[src/rtl/scale_frame_seq.sv]
// Frame sequencer for a pixel scaler: steps through a range of convert modes,
// holding the scaler in reset before each frame and checking pixel count and sum.
module scale_frame_seq #(
   parameter int PIX_W        = 16,
   parameter int FRAME_CYCLES = 65536,
   parameter int DUT_RST_CYC  = 4
) (
   input  logic             clk,
   input  logic             rst_n,
   input  logic             start,
   input  logic [3:0]       mode_first,
   input  logic [3:0]       mode_last,
   input  logic [PIX_W-1:0] pix_data,
   input  logic             pix_valid,
   output logic             dut_rst_n,
   output logic [3:0]       convert_type,
   output logic             busy,
   output logic             frame_done,
   output logic [3:0]       frame_mode,
   output logic [16:0]      frame_count,
   output logic [31:0]      frame_sum,
   output logic             frame_err,
   output logic [7:0]       err_total,
   output logic             seq_done
);

   typedef enum logic [2:0] {S_IDLE, S_DRST, S_RUN, S_REPORT, S_DONE} state_t;

   localparam int CYC_MAX = (FRAME_CYCLES > DUT_RST_CYC) ? FRAME_CYCLES : DUT_RST_CYC;
   localparam int CYC_W   = $clog2(CYC_MAX + 1);
   localparam logic [CYC_W-1:0] RUN_LAST  = CYC_W'(FRAME_CYCLES - 1);
   localparam logic [CYC_W-1:0] DRST_LAST = CYC_W'(DUT_RST_CYC - 1);
   localparam logic [16:0]      CNT_MAX   = '1;

   function automatic logic [16:0] expected_count(input logic [3:0] mode);
      case (mode)
         4'd0:    return 17'd36864;
         4'd1:    return 17'd16384;
         4'd2:    return 17'd9216;
         4'd3:    return 17'd4096;
         default: return 17'd65536;
      endcase
   endfunction

   // Modes 8..14 are reserved; anything landing there moves on to 15.
   function automatic logic [3:0] skip_reserved(input logic [3:0] mode);
      return (mode >= 4'd8 && mode <= 4'd14) ? 4'd15 : mode;
   endfunction

   state_t           r_state;
   logic [CYC_W-1:0] r_cyc;
   logic [16:0]      r_cnt;
   logic [31:0]      r_sum;
   logic [3:0]       r_mode_last;
   logic             r_dut_rst_n;
   logic [3:0]       r_convert_type;
   logic             r_busy;
   logic             r_frame_done;
   logic [3:0]       r_frame_mode;
   logic [16:0]      r_frame_count;
   logic [31:0]      r_frame_sum;
   logic             r_frame_err;
   logic [7:0]       r_err_total;
   logic             r_seq_done;

   logic [16:0] w_cnt_nxt;
   logic [31:0] w_sum_nxt;
   logic [3:0]  w_first_eff;
   logic [3:0]  w_next_mode;
   logic        w_last_frame;
   logic        w_frame_err;

   // The final RUN cycle's beat must be folded into the reported totals.
   assign w_cnt_nxt    = (pix_valid && r_cnt != CNT_MAX) ? r_cnt + 17'd1 : r_cnt;
   assign w_sum_nxt    = pix_valid ? r_sum + 32'(pix_data) : r_sum;
   assign w_first_eff  = skip_reserved(mode_first);
   assign w_next_mode  = skip_reserved(r_convert_type + 4'd1);
   assign w_last_frame = (r_convert_type == r_mode_last) || (r_convert_type == 4'd15) ||
                         (w_next_mode > r_mode_last);
   assign w_frame_err  = (w_cnt_nxt != expected_count(r_convert_type));

   // NOTE: all state below updates with <= so every branch sees pre-edge values.
   always_ff @(posedge clk) begin
      if (!rst_n) begin
         r_state        <= S_IDLE;
         r_cyc          <= '0;
         r_cnt          <= '0;
         r_sum          <= '0;
         r_mode_last    <= '0;
         r_dut_rst_n    <= 1'b0;
         r_convert_type <= 4'd15;
         r_busy         <= 1'b0;
         r_frame_done   <= 1'b0;
         r_frame_mode   <= '0;
         r_frame_count  <= '0;
         r_frame_sum    <= '0;
         r_frame_err    <= 1'b0;
         r_err_total    <= '0;
         r_seq_done     <= 1'b0;
      end else begin
         r_frame_done <= 1'b0;
         r_seq_done   <= 1'b0;
         unique case (r_state)
            S_IDLE: begin
               if (start) begin
                  r_busy <= 1'b1;
                  if (w_first_eff <= mode_last) begin
                     r_state        <= S_DRST;
                     r_convert_type <= w_first_eff;
                     r_mode_last    <= mode_last;
                     r_err_total    <= '0;
                     r_cyc          <= '0;
                     r_cnt          <= '0;
                     r_sum          <= '0;
                  end else begin
                     r_state    <= S_DONE;
                     r_seq_done <= 1'b1;
                  end
               end
            end
            S_DRST: begin
               if (r_cyc == DRST_LAST) begin
                  r_state     <= S_RUN;
                  r_cyc       <= '0;
                  r_dut_rst_n <= 1'b1;
               end else begin
                  r_cyc <= r_cyc + CYC_W'(1);
               end
            end
            S_RUN: begin
               r_cnt <= w_cnt_nxt;
               r_sum <= w_sum_nxt;
               if (r_cyc == RUN_LAST) begin
                  r_state       <= S_REPORT;
                  r_dut_rst_n   <= 1'b0;
                  r_frame_done  <= 1'b1;
                  r_frame_mode  <= r_convert_type;
                  r_frame_count <= w_cnt_nxt;
                  r_frame_sum   <= w_sum_nxt;
                  r_frame_err   <= w_frame_err;
                  if (w_frame_err && r_err_total != 8'hFF) r_err_total <= r_err_total + 8'd1;
               end else begin
                  r_cyc <= r_cyc + CYC_W'(1);
               end
            end
            S_REPORT: begin
               if (w_last_frame) begin
                  r_state    <= S_DONE;
                  r_seq_done <= 1'b1;
               end else begin
                  r_state        <= S_DRST;
                  r_convert_type <= w_next_mode;
                  r_cyc          <= '0;
                  r_cnt          <= '0;
                  r_sum          <= '0;
               end
            end
            S_DONE: begin
               r_state <= S_IDLE;
               r_busy  <= 1'b0;
            end
            default: r_state <= S_IDLE;
         endcase
      end
   end

   assign dut_rst_n    = r_dut_rst_n;
   assign convert_type = r_convert_type;
   assign busy         = r_busy;
   assign frame_done   = r_frame_done;
   assign frame_mode   = r_frame_mode;
   assign frame_count  = r_frame_count;
   assign frame_sum    = r_frame_sum;
   assign frame_err    = r_frame_err;
   assign err_total    = r_err_total;
   assign seq_done     = r_seq_done;

endmodule

[config.mk]
export PLATFORM = sky130hd
export DESIGN_NAME = scale_frame_seq
export DESIGN_NICKNAME = d
export VERILOG_FILES = /design/src/rtl/scale_frame_seq.sv
export SDC_FILE = /design/constraint.sdc
export NUM_CORES = 1
export LEC_CHECK = 0
export BUFFER_PORTS_ARGS = -buffer_cell sky130_fd_sc_hd__buf_2
export CAP_MARGIN = 20
export CORE_UTILIZATION = 60
export DETAILED_ROUTE_END_ITERATION = 8
export PLACE_DENSITY = 0.82
export SETUP_SLACK_MARGIN = 0.5
export SLEW_MARGIN = 20
export SYNTH_ARGS = -nofsm -noshare
export SYNTH_HDL_FRONTEND = slang
export SYNTH_SLANG_ARGS = --single-unit
[constraint.sdc]
create_clock -name clk -period 10.8 [get_ports clk]
set_input_delay 3.24 -clock clk [delete_from_list [all_inputs] [get_ports clk]]
set_output_delay 3.24 -clock clk [all_outputs]
set_load 0.01 [all_outputs]
==> results_dict.tcl <==
set metrics [dict create \
    maxCapViolCount 0 \
    period_share_pct 60.3 \
    whs_ns 0.454 \
    worst_pin_slew_ns 1.05 \
    worstHoldStart "frame_mode[0]$_SDFFE_PN0P_" \
    cts_setup_buffers 0 \
    grt_usage_pct 29.1 \
    cts_root_buffer "clkbuf_16" \
    finalCriticalPeriod_ns 6.51 \
    first_pass_iters 6 \
    hold_end "frame_mode[0]$_SDFFE_PN0P_" \
    pin_count 98 \
    dieHeight_um 118 \
    finalClockSkew_ns 0.00632 \
    ys.flop_type "dfxtp_1" \
    endpoint_kind "flop" \
    dpl.cell_count 1192 \
    r2r_start "r_cnt[0]$_SDFFE_PN0P_" \
    ant_nets 0 \
    yosysSeqAreaShare_pct 35.7 \
    slowest_delay_ns 0.91 \
    rows 41 \
    drc_errors 0 \
    synth_top_area_cell "dfxtp_1" \
    grt_pass1_wl_mm 33.0 \
    vias_per_cell 6.03 \
    drt_iter0_markers 550 \
    placement.io_buffers 97 \
    syn_area_per_cell_um2 8.18 \
    start_util_pct 62.5 \
    die_area_um2 13800 \
    rr_worst_depth 13 \
    status "finished clean" \
    setup_tns_ns 0 \
    drive_gt1_share_pct 16.0 \
    cts_tree "done" \
    regToRegEndpoint "err_total[5]$_SDFFE_PN0P_" \
    grt_remaining_overflow 0 \
    synth_seq_cells 143 \
    antenna_found_initial 0 \
    fmax_mhz 154 \
    dpl.hpwl_mm 13.1 \
    hold_buffers 0 \
    start_kind "primary input" \
    crit_buf_inv 1 \
    vias 7379 \
    grt_pass1_vias 6850 \
    slew_violations 0 \
    cpLargestDelayFamily "simple AND/OR/NAND/NOR gates" \
    syn2layout_area_growth_pct 13.8 \
    p_leak_nw 3.66 \
    path_max_fanout 39 \
    gp_congestion 0.880 \
    mostFrequentLayoutCell "dfxtp_1" \
    path_cells "buf_2, nor2b_1, nand2_1, nor4_1, xnor2_1, mux2i_4, o211ai_2, and3_1, a211o_1" \
    cp.required_ns 11.12 \
    netlist_instances 980 \
    cts.sinks 143 \
    hold_depth 2 \
    coreArea_um2 12800 \
    relSlewSlack_pct 29.7 \
    yosys_warnings 0 \
    cts_max_path_buffers 2 \
    ys_types 72 \
    async_flop_share_pct 0 \
    r2r_setup_slack_ns 6.51 \
    setup_viol 0 \
    insertedDiodeCount 0 \
    syn_area_um2 8020 \
    rsz0062_at_grt "false" \
    critical-path-slowest-cell "nor2b_1" \
    synth_edf_count 0 \
    die_w_um 118 \
    finalHoldViolations 0 \
    final_cell_mix "143 x dfxtp_1, 105 x nor2_1, 97 x buf_2" \
    cts_made_buffers 17 \
    totalWireLength_mm 19.5 \
    worstSkewPairLatency_ns 0.43 \
    ir_worst_vdd_uv 115 \
    p_per_area_nw_per_um2 139 \
    hold_path_class "reg -> reg" \
    instances_no_fill 1224 \
    htreeDepth 4 \
    synth_area_leaders "dfxtp_1 36%, a21oi_1 5.2%, ha_1 5.1%, nor2_1 5.0%, xnor2_1 3.9%" \
    worstSetupPathType "in -> reg" \
    grt_max_degree 99 \
    clk_pin_slew_ns 0.06 \
    worstPathArrival_ns 6.83 \
    final_nets 1101 \
    syn_nets 1042 \
    routedWlPerCell_um 15.9 \
    cts_resized 0 \
    total_power_w 0.00127 \
    yosysTopAreaCellShare_pct 35.7 \
]
cell usage after synthesis (19+ instances only):
cell,count
xnor2_1,36
xor2_1,28
nor2_1,107
clkbuf_1,43
a31oi_1,23
ha_1,33
a211oi_1,30
nand3_1,31
nand2_1,80
inv_1,25
o21ai_0,59
and3_1,19
mux2i_1,19
a21oi_1,83
dfxtp_1,143
through the flow:
stage                     util [%]  cell area, um^2  worst slack (ns)
after detailed placement      66.4             8520              3.94
after global placement        66.4             8520              4.07
after CTS                     71.1             9110              4.36
after global routing          71.2             9130              4.11
final                         71.2             9130              4.29
after floorplan                  -             8020              4.91
worst reg2reg max path, stage by stage (launching register included):
cell and delay (ns):
dfxtp_1 0.39, ha_1 0.32, and3_1 0.27, nand2_1 0.09, nor4_1 0.06, ha_1 0.21, nor2b_1 0.82, nand2_1 0.24
nor4_1 0.51, xnor2_1 0.30, mux2i_4 0.31, o211ai_2 0.21, and3_1 0.22, a211o_1 0.25
how the worst max path moves through the flow:
stage,cells past startpoint,from,to
final,9,pix_valid,err_total[5]$_SDFFE_PN0P_
after global routing,9,pix_valid,err_total[5]$_SDFFE_PN0P_
after CTS,9,pix_valid,err_total[5]$_SDFFE_PN0P_
after detailed placement,9,pix_valid,err_total[5]$_SDFFE_PN0P_
after global placement,9,pix_valid,err_total[5]$_SDFFE_PN0P_
after floorplan,11,mode_first[1],r_cyc[12]$_SDFFE_PN0P_
cells by family (layout without fill, tap and decap cells):
family          Yosys count  in the layout  share of synthesized area, %
mux                      21             21                          2.79
fa+ha+maj                34             34                          5.40
xor+xnor                 64             64                          6.99
compound gates          271            271                          21.4
buf+inv                  86            158                          4.23
simple gates            361            361                          23.5
flops                   143            143                          35.7
cell type report:
| type | count | area (um^2) |
|---|---|---|
| well taps | 172 | 215 |
| fillers | 1051 | 3700 |
| flip-flops and latches | 143 | 2860 |
| multi-input cells | 751 | 4840 |
| clock buffers | 19 | 453 |
| inverters | 25 | 93.8 |
| repair buffers | 101 | 515 |
| clock inverters | 13 | 144 |
metal layers:
layer	GRT usage (%)	vias up	part of all wire, %
li1	-	3687	-
met4	11.9	0	1.8
met1	38.4	3433	46
met5	0	-	0
met3	5.72	37	6.0
met2	46.5	222	46
flip-flops by register name, indices dropped and copies added (netlist names), 3 cells and up:
name,cells
r_state,3
r_sum,32
r_cnt,17
r_cyc,17
err_total,8
frame_mode,4
r_mode_last,4
convert_type,4
frame_sum,32
frame_count,17
power breakdown:
group,internal (W),switching [W]
combinational,0.0000483,0.0000818
sequential,0.000534,0.0000101
clock,0.000371,0.000224
(Power assumes the default switching activity.)
